[src/rtl/fifo_prog.sv]
`default_nettype none
// ============================================================================
// Module   : fifo_prog
// Brief    : Parametrised single-clock FIFO with optional FWFT read mode,
//            programmable almost-full/empty thresholds and sticky errors.
// Revision : 1.0 - initial release
// ============================================================================
module fifo_prog #(
    parameter int DATA_WIDTH = 4,
    parameter int BUF_WIDTH  = 3,
    parameter int FWFT       = 0
) (
    input  logic                  clk,
    input  logic                  rst,
    input  logic                  wr_en,
    input  logic                  rd_en,
    input  logic [DATA_WIDTH-1:0] buf_in,
    input  logic [BUF_WIDTH:0]    almost_full_th,
    input  logic [BUF_WIDTH:0]    almost_empty_th,
    input  logic                  err_clr,
    output logic [DATA_WIDTH-1:0] buf_out,
    output logic                  valid,
    output logic [BUF_WIDTH:0]    fifo_counter,
    output logic                  buf_empty,
    output logic                  buf_full,
    output logic                  almost_full,
    output logic                  almost_empty,
    output logic                  overflow,
    output logic                  underflow
);

    localparam logic [BUF_WIDTH:0] c_DEPTH = {1'b1, {BUF_WIDTH{1'b0}}};

    logic [DATA_WIDTH-1:0] r_mem [0:(1<<BUF_WIDTH)-1];
    logic [BUF_WIDTH-1:0]  r_wr_ptr;
    logic [BUF_WIDTH-1:0]  r_rd_ptr;
    logic [BUF_WIDTH:0]    r_count;
    logic                  r_overflow;
    logic                  r_underflow;
    logic                  w_wr_acc;
    logic                  w_rd_acc;

    // A pop on a full FIFO frees the slot for a push in the same cycle.
    assign w_rd_acc = rd_en && !buf_empty;
    assign w_wr_acc = wr_en && (!buf_full || w_rd_acc);

    assign fifo_counter = r_count;
    assign buf_empty    = (r_count == '0);
    assign buf_full     = (r_count == c_DEPTH);
    assign almost_full  = (r_count >= almost_full_th);
    assign almost_empty = (r_count <= almost_empty_th);
    assign overflow     = r_overflow;
    assign underflow    = r_underflow;

    always_ff @(posedge clk or posedge rst) begin
        if (rst) begin
            r_wr_ptr    <= '0;
            r_rd_ptr    <= '0;
            r_count     <= '0;
            r_overflow  <= 1'b0;
            r_underflow <= 1'b0;
        end else begin
            if (w_wr_acc) begin
                r_wr_ptr <= r_wr_ptr + BUF_WIDTH'(1);
            end
            if (w_rd_acc) begin
                r_rd_ptr <= r_rd_ptr + BUF_WIDTH'(1);
            end
            case ({w_wr_acc, w_rd_acc})
                2'b10:   r_count <= r_count + (BUF_WIDTH+1)'(1);
                2'b01:   r_count <= r_count - (BUF_WIDTH+1)'(1);
                default: r_count <= r_count;
            endcase
            // A new error event takes priority over a concurrent clear.
            if (wr_en && !w_wr_acc) begin
                r_overflow <= 1'b1;
            end else if (err_clr) begin
                r_overflow <= 1'b0;
            end
            if (rd_en && !w_rd_acc) begin
                r_underflow <= 1'b1;
            end else if (err_clr) begin
                r_underflow <= 1'b0;
            end
        end
    end

    always_ff @(posedge clk) begin
        if (w_wr_acc) begin
            r_mem[r_wr_ptr] <= buf_in;
        end
    end

    generate
        if (FWFT != 0) begin : g_fwft
            assign buf_out = r_mem[r_rd_ptr];
            assign valid   = !buf_empty;
        end else begin : g_std
            logic [DATA_WIDTH-1:0] r_buf_out;
            logic                  r_valid;

            always_ff @(posedge clk or posedge rst) begin
                if (rst) begin
                    r_buf_out <= '0;
                    r_valid   <= 1'b0;
                end else begin
                    r_valid <= w_rd_acc;
                    if (w_rd_acc) begin
                        r_buf_out <= r_mem[r_rd_ptr];
                    end
                end
            end

            assign buf_out = r_buf_out;
            assign valid   = r_valid;
        end
    endgenerate

endmodule
`default_nettype wire

[config.mk]
export PLATFORM = sky130hd
export DESIGN_NAME = fifo_prog
export DESIGN_NICKNAME = d
export VERILOG_FILES = /design/src/rtl/fifo_prog.sv
export SDC_FILE = /design/constraint.sdc
export NUM_CORES = 1
export LEC_CHECK = 0
export BUFFER_PORTS_ARGS = -buffer_cell sky130_fd_sc_hd__clkbuf_2
export CORE_MARGIN = 2
export CORE_UTILIZATION = 47
export DETAILED_ROUTE_END_ITERATION = 8
export PLACE_DENSITY = 0.67
export SLEW_MARGIN = 20
export SYNTH_ARGS = -nofsm -noshare
export SYNTH_HDL_FRONTEND = slang
export SYNTH_SLANG_ARGS = --single-unit
[constraint.sdc]
create_clock -name clk -period 7.5 [get_ports clk]
set_clock_uncertainty 0.05 [all_clocks]
set_input_delay 0 -clock clk [delete_from_list [all_inputs] [get_ports clk]]
set_output_delay 0 -clock clk [all_outputs]
set_load 0.05 [all_outputs]
==> results.txt <==
Of the post-synthesis cell area, the dominant cell type holds 0.410. Summed over all cells, the static leakage comes to 0.00117 µW. The post-synthesis sequential area ratio came out at 0.591. The synthesized area per cell came out at 13.8 µm².

The final period demand of the worst path is 3.36 ns. The cell class contributing the biggest share of worst-path delay is simple AND/OR/NAND/NOR gates. The number of buffers and inverters on the critical path came out at 2. The total number of placement rows came out at 25. Sorting the synthesized cells by area gives the leading types as edfxtp_1, dfrtp_1, mux2i_1. The number of standard cells after synthesis is 170. The slowest stage of the critical path is the o21ai_1 cell. The worst relative slew slack is 0.362.

The total overflow reported by the global router came out at 0. The count of final setup violators is 0. The run finished with clean final reports. No sink is reached through more buffers than the 2 on the longest clock path. For this run, the post-layout net count is 238.

The synthesized design contains 49 register bits. The clock net sink count came out at 49. The initial detailed-routing violation count is 86. The pin slew with the least headroom to its limit came out at 0.957 ns. The number of I/O port buffers is 31. The multi-input combinational cells in the finished layout cover a total of 857 µm². The final-layout worst hold slack is 0.0698 ns. The max-capacitance violation count came out at 0. The width of the die came out at 74.7 µm.

The area growth from synthesis to layout is 14.3%. The required time at the worst-slack endpoint came out at 7.67 ns. The number of hold violations in the final report is 0. The classification of the worst-slack hold path is in2reg. The final critical-path share of the clock period is 0.448. The routed wire length came out at 4020 µm. The netlist uses 36 different library cells.

The highest fanout seen on the critical path is 11. The worst vdd rail ir drop is 174 µV. The initial cell density of the core came out at 0.493. Entering global routing, the biggest net connects 19 pins. The share of power burned in combinational logic is 0.436. The prevailing post-synth register cell is edfxtp_1.

The global placement routability congestion came out at 0.860. The detailed-route DRC error count is 0. In this run the count of I/O pins placed on the die edge is 32. The via count came out at 1,399. TritonCTS built the clock tree. The most common cell type on the critical path is inv_1. The number of vias per cell came out at 5.07.

The total internal power came out at 600 µW. The total of fill cells in the finished design came out at 400. The number of buffers added by the clock tree synthesis step is 5. Walking the worst path, the cells encountered are or3_1, o21ai_1, inv_1, nand2b_1, inv_1, ha_1, or2_2, and2_1, a221o_1, o221ai_1.

The detailed-route wire length per cell is 14.6 µm. The worst setup path is captured at a flop. The number of enable-type register cells in the synthesized netlist is 32. The combined flip-flop and latch cell area is 0.00139 mm².

The fmax is 297 MHz. The final number of max-transition violations was 0. The height of the chip is 74.7 µm.

STA puts the critical path data arrival time at 3.53 ns. The worst setup path is launched from a flop. edfxtp_1 takes more of the synthesized area than any other cell. After clock tree synthesis, the clock-pin slew on the worst setup and hold paths is 0.09 ns. The count of antenna-violating nets left after detailed routing came out at 0. The yosys synthesis warning count is 0.

The overall track demand over capacity in global routing came out at 0.162. The switching share of power is 0.422. The via count of the first global-routing pass came out at 1,432. The setup TNS came out at 0 ns. Setup repair after global routing left no endpoint under its margin. The share of total power dissipated in the clock network is 0.147. The worst register-to-register path has a setup slack of 4.14 ns.

The switching power is 438 µW. The wire length of the first global-routing pass came out at 6690 µm. By startpoint and endpoint, the worst setup path is classified as reg2reg. The die covers 0.00557 mm².

The region available for standard cell placement spans 0.00475 mm². Synthesis produced a netlist with a net count of 200. The clock latency on the worst-skew pair came out at 0.30 ns. The deepest level of the CTS H-tree is 2. The fraction of layout instances using a drive strength above 1 is 0.225.

The repair_antennas step left the layout with diodes totalling 0. The HPWL reported at the end of detailed placement came out at 2940 µm. Power spread over the standard cell area amounts to 387 mW/mm². The fraction of registers with async set/reset came out at 0.347.

After synthesis the cells add up to 0.00235 mm². The root buffer cell chosen for the clock tree is clkbuf_8. The biggest cell delay along the critical path came out at 0.61 ns. The relative contribution of sequential cells to total power is 0.417.

The number of antenna violations at the first check in global routing came out at 0. The number of search-and-repair iterations in the first detailed-routing pass is 4.
==> metrics by stage <==
step | power, µW | cells | utilization | area (µm²) | setup WS (ns)
after floorplan | 804 | 170 | - | 2350 | 4.67
after global placement | 875 | 262 | 0.532 | 2530 | 4.26
after detailed placement | 894 | 262 | 0.532 | 2530 | 4.15
after CTS | 1050 | 276 | 0.564 | 2680 | 4.12
after global routing | 1110 | 276 | 0.564 | 2680 | 3.94
final | 1040 | 276 | 0.564 | 2680 | 4.14
==> cells in the final DEF (no fill, tap or decap), drive strengths merged <==
cell type,n
or2,1
mux4,4
a221o,1
edfxtp,32
dlygate4sd3,6
o21ai,7
mux2,1
nor2,8
ha,12
nand2,17
clkinv,3
a22o,2
xnor2,5
nand4,1
a32oi,1
inv,13
o22ai,1
clkbuf,36
a211o,1
xor2,1
a21oi,1
and2,1
nor2b,2
fa,1
a31oi,1
o221ai,1
nor3,2
mux2i,17
a21o,3
or3,1
nand2b,6
dfrtp,17
o21a,3
==> flip-flops by register name, summed over array words and instances, names as in the netlist <==
name	count
overflow	1
r_wr_ptr	3
valid	1
underflow	1
buf_out	4
fifo_counter	4
r_mem	32
r_rd_ptr	3
==> Yosys cell counts, types with 3 or more instances <==
cell,n
o21a_1,3
nand2_1,17
ha_1,12
edfxtp_1,32
inv_1,13
nand2b_1,6
mux2i_1,17
a21o_1,3
mux4_2,4
nor2_1,8
dfrtp_1,17
xnor2_1,5
o21ai_1,5
==> timing repair <==
action	CTS	global route
buffers inserted	0	0
hold buffers	6	0
resized for setup	0	0
hold endpoints to repair	51	0
==> kinds of logic (layout without fill, tap and decap cells) <==
logic type	Yosys count	in the layout	share of synthesized area
mux	22	22	0.117
simple gates	39	39	0.0763
compound gates	22	22	0.0768
buf+inv	19	58	0.0437
flops	49	49	0.591
fa+ha+maj	13	13	0.0725
xor+xnor	6	6	0.0224
==> final cells by class <==
class,count,area share
inverters,13,0.0182
well taps,67,0.0313
clock buffers,5,0.0257
repair buffers,37,0.0802
flip-flops and latches,49,0.517
multi-input cells,102,0.319
clock inverters,3,0.00840
==> path summary, 6_finish.rpt <==
kind / from / endpoint / cells past startpoint
max in group asynchronous: rst / r_wr_ptr[2] / 3
worst max-delay path: fifo_counter[1] / fifo_counter[3] / 10
min in group asynchronous: rst / r_rd_ptr[0] / 3
worst max register to register: fifo_counter[1] / fifo_counter[3] / 10
worst min-delay path: rd_en / underflow / 2
worst min register to register: buf_out[3] / buf_out[3] / 2
==> worst reg2reg max path: cells and delay by family (launching register included) <==
family	cells	cell delay [ns]
fa+ha+maj	1	0.30
flops	1	0.45
simple gates	4	1.18
compound gates	3	1.03
buf+inv	2	0.27
==> layer usage <==
metal,vias to the layer above,wire length (µm),GRT usage,part of all wire
li1,684,-,-,-
met1,683,1770,0.217,0.44
met2,26,2080,0.274,0.52
met3,6,112,0.0295,0.028
met4,0,55,0.0476,0.014
met5,-,0,0,0
==> power groups by stage <==
stage | clock network (µW) | logic, µW | registers (µW)
after floorplan | 0 | 318 | 486
after global placement | 0 | 440 | 435
after detailed placement | 0 | 454 | 440
after CTS | 157 | 458 | 434
after global routing | 168 | 497 | 444
final | 153 | 453 | 432
(Power assumes the default switching activity.)
